[src/rtl/fp_result_collector.sv]
// fp_result_collector: takes divider/sqrt results over a strobe/ack handshake,
// classifies them (zero/denormal/normal/inf/NaN), queues them in a small FIFO
// and keeps saturating counts of captured NaN and infinity results.
module fp_result_collector #(
    parameter int DEPTH = 4,
    parameter int CNT_W = 16
) (
    input  logic                       clk,
    input  logic                       rst,
    input  logic [1:0]                 process,
    input  logic [31:0]                in_zs,
    input  logic [63:0]                in_zd,
    input  logic                       in_z_stb,
    output logic                       in_z_ack,
    output logic [69:0]                out_data,
    output logic                       out_stb,
    input  logic                       out_ack,
    output logic [$clog2(DEPTH):0]     count,
    output logic [CNT_W-1:0]           nan_cnt,
    output logic [CNT_W-1:0]           inf_cnt
);

    localparam int PW = $clog2(DEPTH);
    localparam int CW = PW + 1;

    // Single-precision operation codes (same values as the shared defines)
    localparam logic [1:0] PROCESS_SINGLE_DIVIDER = 2'd0;
    localparam logic [1:0] PROCESS_SINGLE_SQRT    = 2'd2;

    localparam logic [2:0] CLS_ZERO   = 3'd0;
    localparam logic [2:0] CLS_DENORM = 3'd1;
    localparam logic [2:0] CLS_NORMAL = 3'd2;
    localparam logic [2:0] CLS_INF    = 3'd3;
    localparam logic [2:0] CLS_NAN    = 3'd4;

    typedef enum logic [1:0] {
        IDLE,
        ACK,
        WAIT_LOW
    } state_t;

    state_t             state;
    state_t             state_next;
    logic [PW-1:0]      wr_ptr;
    logic [PW-1:0]      rd_ptr;
    logic [69:0]        mem [DEPTH];

    logic               is_single;
    logic               sign;
    logic               exp_zero;
    logic               exp_ones;
    logic               man_zero;
    logic [2:0]         cls;
    logic [63:0]        result;
    logic [69:0]        entry;
    logic               full;
    logic               capture;
    logic               pop;

    // Classify the incoming result in the precision selected by process
    always_comb begin
        is_single = (process == PROCESS_SINGLE_DIVIDER) ||
                    (process == PROCESS_SINGLE_SQRT);
        if (is_single) begin
            sign     = in_zs[31];
            exp_zero = (in_zs[30:23] == '0);
            exp_ones = (in_zs[30:23] == '1);
            man_zero = (in_zs[22:0] == '0);
            result   = {32'd0, in_zs};
        end else begin
            sign     = in_zd[63];
            exp_zero = (in_zd[62:52] == '0);
            exp_ones = (in_zd[62:52] == '1);
            man_zero = (in_zd[51:0] == '0);
            result   = in_zd;
        end
        if (exp_ones) begin
            cls = man_zero ? CLS_INF : CLS_NAN;
        end else if (exp_zero) begin
            cls = man_zero ? CLS_ZERO : CLS_DENORM;
        end else begin
            cls = CLS_NORMAL;
        end
        entry = {process, sign, cls, result};
    end

    // Full uses the pre-edge count, so a same-cycle pop never makes room
    assign full    = (count == CW'(DEPTH));
    assign capture = (state == IDLE) && in_z_stb && !full;
    assign out_stb = (count != '0);
    assign pop     = out_stb && out_ack;

    // Handshake state register
    always_ff @(posedge clk or posedge rst) begin
        if (rst) begin
            state <= IDLE;
        end else begin
            state <= state_next;
        end
    end

    // Handshake next-state logic
    always_comb begin
        state_next = state;
        case (state)
            IDLE:     if (capture) state_next = ACK;
            ACK:      state_next = WAIT_LOW;
            WAIT_LOW: if (!in_z_stb) state_next = IDLE;
            default:  state_next = IDLE;
        endcase
    end

    // Handshake outputs: ack comes straight from the state register
    always_comb begin
        in_z_ack = (state == ACK);
    end

    // FIFO pointers and occupancy
    always_ff @(posedge clk or posedge rst) begin
        if (rst) begin
            wr_ptr <= '0;
            rd_ptr <= '0;
            count  <= '0;
        end else begin
            if (capture) wr_ptr <= wr_ptr + PW'(1);
            if (pop)     rd_ptr <= rd_ptr + PW'(1);
            case ({capture, pop})
                2'b10:   count <= count + CW'(1);
                2'b01:   count <= count - CW'(1);
                default: count <= count;
            endcase
        end
    end

    // FIFO storage; stale contents are hidden by the empty gating below
    always_ff @(posedge clk) begin
        if (capture) mem[wr_ptr] <= entry;
    end

    assign out_data = out_stb ? mem[rd_ptr] : '0;

    // Saturating NaN / infinity event counters
    always_ff @(posedge clk or posedge rst) begin
        if (rst) begin
            nan_cnt <= '0;
            inf_cnt <= '0;
        end else if (capture) begin
            if ((cls == CLS_NAN) && (nan_cnt != '1)) nan_cnt <= nan_cnt + CNT_W'(1);
            if ((cls == CLS_INF) && (inf_cnt != '1)) inf_cnt <= inf_cnt + CNT_W'(1);
        end
    end

endmodule

[config.mk]
export PLATFORM = sky130hd
export DESIGN_NAME = fp_result_collector
export DESIGN_NICKNAME = d
export VERILOG_FILES = /design/src/rtl/fp_result_collector.sv
export SDC_FILE = /design/constraint.sdc
export NUM_CORES = 1
export LEC_CHECK = 0
export BUFFER_PORTS_ARGS = -buffer_cell sky130_fd_sc_hd__buf_2
export CORE_ASPECT_RATIO = 1.5
export CORE_UTILIZATION = 30
export DETAILED_ROUTE_END_ITERATION = 10
export PLACE_DENSITY_LB_ADDON = 0.12
export SLEW_MARGIN = 20
export SYNTH_ARGS = -nofsm -noshare
export SYNTH_HDL_FRONTEND = slang
export SYNTH_SLANG_ARGS = --single-unit
[constraint.sdc]
create_clock -name clk -period 5 [get_ports clk]
set_clock_uncertainty 0.2 [all_clocks]
set_input_delay 0.75 -clock clk [delete_from_list [all_inputs] [get_ports clk]]
set_output_delay 0.75 -clock clk [all_outputs]
set_load 0.05 [all_outputs]
==> results.yml <==
outcome:
  run_status: "finished, final reports clean"
critical_path:
  startpoint_of_the_worst_register_to_register_path: "count[0]"
  cpPeakStageDelay_ns: 0.87
  crit_arrival_ns: 2.76
  critical-path-slowest-cell: "sky130_fd_sc_hd__or3_2"
  r2r-end: "count[2]"
  end_kind: "output port"
  path_cells: "or3_2 > buf_4 > and2_1 > buf_2"
  reg2regPathDepth: 8
  timing.critical_path.from_type: "flip-flop"
  worst-path-max-fanout: 41
  required_ns: 4.05
  worstSetupPathType: "flip-flop to output port"
  worst-r2r-setup-slack_ns: 2.19
logic_synthesis:
  netlist.top_cell.by_area: "sky130_fd_sc_hd__edfxtp_1"
  yosys_warnings: 0
  post_synth_main_area_contributors: "sky130_fd_sc_hd__edfxtp_1, sky130_fd_sc_hd__mux4_2, sky130_fd_sc_hd__dfrtp_1, sky130_fd_sc_hd__and2_1, sky130_fd_sc_hd__mux2_2"
  synthDominantCellAreaShare: 0.622
  yosysUniqueCellTypes: 41
  postSynth.asyncResetShare: 0.128
  postSynthCellCount: 758
  synth_seq_cells: 321
  synthesized_area_per_cell_um2: 17.8
  synthFlopType: "sky130_fd_sc_hd__edfxtp_1"
  number_of_nets_in_the_synthesized_netlist: 868
  yosysSeqAreaShare: 0.697
  post_synth_instance_area_mm2: 0.0135
  synth_enable_flop_cells: 280
routing:
  route.final.wire_length_mm: 35.0
  drcViolationCount: 0
  routed-via-count: 7547
  detailedRoute.firstIterationViolations: 297
  detail-route-antenna-nets: 0
  via_per_inst: 4.77
  first_pass_iters: 4
  wl_per_cell_um: 22.1
floorplanning:
  core_area_mm2: 0.0442
  floorplan.rows: 94
  die_area_mm2: 0.0460
  initial_core_util: 0.306
  ios: 209
  floorplan.die.height_um: 262
  horizontal_extent_of_the_die_um: 175
clock_network:
  cts-hold-fix-buffers: 0
  clockBufferDepth: 3
  clkSlewWorstSetupHoldPaths_ns: 0.06
  cts_inserted_buffers: 35
  h-tree-depth: 2
  cts.sink_count: 321
  cts_post_setup_buffers_inserted: 0
  clockRootBuffer: "sky130_fd_sc_hd__clkbuf_16"
  clock_insertion_delay_worst_skew_ns: 0.51
  gates_resized_cts_repair: 0
  tritoncts: "built"
timing:
  finalHoldViolCount: 0
  max_clock_freq_mhz: 269
  final.min_clock_period_ns: 3.71
  layout_worst_path_cycle_share: 0.742
  rsz0062_at_grt: "no"
  slew_violations: 0
  worst_hold_slack_ns: 0.163
  endpoints_failing_setup: 0
  timing.max_slew.rel_slack: 0.389
  setup_tns_final_ns: 0
  tightest_slew_ns: 0.916
power:
  p_leak_nw: 5.95
  power.internal_mw: 6.06
  sequential_share_of_power: 0.355
  net-switching-power_mw: 3.97
  power_switching_share: 0.396
  power.total_mw: 10.0
  comb_power_share: 0.401
  powerDensity_mw_per_mm2: 611
  ir_drop_mv: 0.241
  share_clk_of_total_power: 0.244
placement:
  detailed_place_hpwl_mm: 22.7
  dpl-instance-area_mm2: 0.0153
  routabilityCongestion: 0.742
  placement.io_buffers: 208
final_layout:
  most_common_cell_after_layout_fill_and_taps_aside: "sky130_fd_sc_hd__edfxtp_1"
  syn2layout_area_growth_pct: 21.4
  finish.instance_area_mm2: 0.0164
  nets: 1094
  fillCellCount: 4289
  mostFrequentLayoutCells: "sky130_fd_sc_hd__edfxtp_1, sky130_fd_sc_hd__buf_2, sky130_fd_sc_hd__and2_1"
  final_core_utilization: 0.371
  layout_cell_share_with_drive_strength_beyond_1: 0.388
hold_path:
  hold_path_class: "input port to async pin"
global_route:
  globalRouteMet3Util: 0.0298
  global_route.usage.met1: 0.186
  gr-max-usage-layer: "met2"
  globalRouteOverflowTotal: 0
  globalRouteMet2Util: 0.277
  grt_pass1_vias: 8028
  global_route_wire_length_before_repair_mm: 51.9
  antenna_found_initial: 1
  grt_start_max_net_pins: 64
  grt_util_all_layers: 0.154
run:
  max_cap_violations: 0
registers in the layout, indices dropped and copies added, names as in the netlist:
| signal | cells |
|---|---|
| count | 3 |
| inf_cnt | 16 |
| mem | 280 |
| nan_cnt | 16 |
| rd_ptr | 2 |
| state | 2 |
| wr_ptr | 2 |
how the worst max path moves through the flow:
stage | start | to | slack, ns | depth (start not counted)
after detailed placement | in_zd[45] | inf_cnt[1] | 1.27 | 8
after CTS | count[0] | out_data[1] | 1.16 | 4
final | count[0] | out_data[1] | 1.29 | 4
after global placement | process[0] | inf_cnt[1] | 1.25 | 8
after floorplan | in_z_stb | mem[0][0] | 1.47 | 4
after global routing | count[0] | out_data[1] | 1.11 | 4
cell type report:
cell class	count	area [um2]	share of cell area
sequential	321	9440	0.575
multi-input combinational	390	3910	0.238
timing repair buffer	225	1230	0.0751
clock buffer	45	956	0.0582
tap	576	721	0.0439
clock inverter	14	113	0.00686
inverter	11	41.3	0.00251
antenna	1	2.50	0.000152
layer usage:
layer  wire length (um)  vias up
li1                   -     3429
met1              14200     3881
met2              18500      191
met3               1710       46
met4                648        0
met5                  0        -
power by group through the flow:
| stage | clock, mW | combinational [mW] | sequential [mW] |
|---|---|---|---|
| after floorplan | 0 | 3.05 | 3.55 |
| after global placement | 0 | 4.13 | 3.63 |
| after detailed placement | 0 | 4.13 | 3.64 |
| after CTS | 2.53 | 4.14 | 3.58 |
| after global routing | 2.63 | 4.27 | 3.61 |
| final | 2.45 | 4.02 | 3.56 |
logic make-up (layout without fill, tap and decap cells):
kind of cell | after synthesis | in the layout | synth area share
adders and majority gates | 8 | 8 | 0.00795
xor gates and xnor gates | 36 | 36 | 0.0233
AOI/OAI and AO/OA | 9 | 9 | 0.00527
other | 0 | 1 | 0
buffers and inverters | 47 | 295 | 0.0146
and+or+nand+nor | 234 | 234 | 0.108
muxes | 103 | 103 | 0.144
DFF | 321 | 321 | 0.697
critical path: cells and delay by family (launching register included):
| kind | cells | cell delay (ns) |
|---|---|---|
| AND/OR/NAND/NOR | 2 | 1.11 |
| buffers and inverters | 2 | 0.65 |
| flip-flops | 1 | 0.44 |
Yosys cell counts (2+ instances only):
cell type                  instances
sky130_fd_sc_hd__and2_1          107
sky130_fd_sc_hd__and3_1            7
sky130_fd_sc_hd__and4_1            3
sky130_fd_sc_hd__buf_2             8
sky130_fd_sc_hd__clkbuf_1         26
sky130_fd_sc_hd__dfrtp_1          41
sky130_fd_sc_hd__edfxtp_1        280
sky130_fd_sc_hd__ha_1              7
sky130_fd_sc_hd__inv_1            10
sky130_fd_sc_hd__mux2_2           32
sky130_fd_sc_hd__mux4_2           70
sky130_fd_sc_hd__nand2_1          15
sky130_fd_sc_hd__nand2b_1          3
sky130_fd_sc_hd__nand3_1          18
sky130_fd_sc_hd__nand4_1          21
sky130_fd_sc_hd__nor2_1           15
sky130_fd_sc_hd__nor3_1            8
sky130_fd_sc_hd__nor4_1           20
sky130_fd_sc_hd__nor4_2            6
sky130_fd_sc_hd__nor4b_2           3
sky130_fd_sc_hd__o21ai_0           2
sky130_fd_sc_hd__or3_1             3
sky130_fd_sc_hd__xnor2_1          19
sky130_fd_sc_hd__xor2_1           17
per-stage QoR:
| step | cells | setup slack, ns |
|---|---|---|
| 6_report | 1583 | 1.29 |
| 5_1_grt | 1583 | 1.11 |
| 4_1_cts | 1582 | 1.16 |
| 3_5_place_dp | 1523 | 1.27 |
| 3_3_place_gp | 1523 | 1.25 |
| 2_1_floorplan | 758 | 1.47 |
Note: power is estimated with default switching activity, not from simulation.
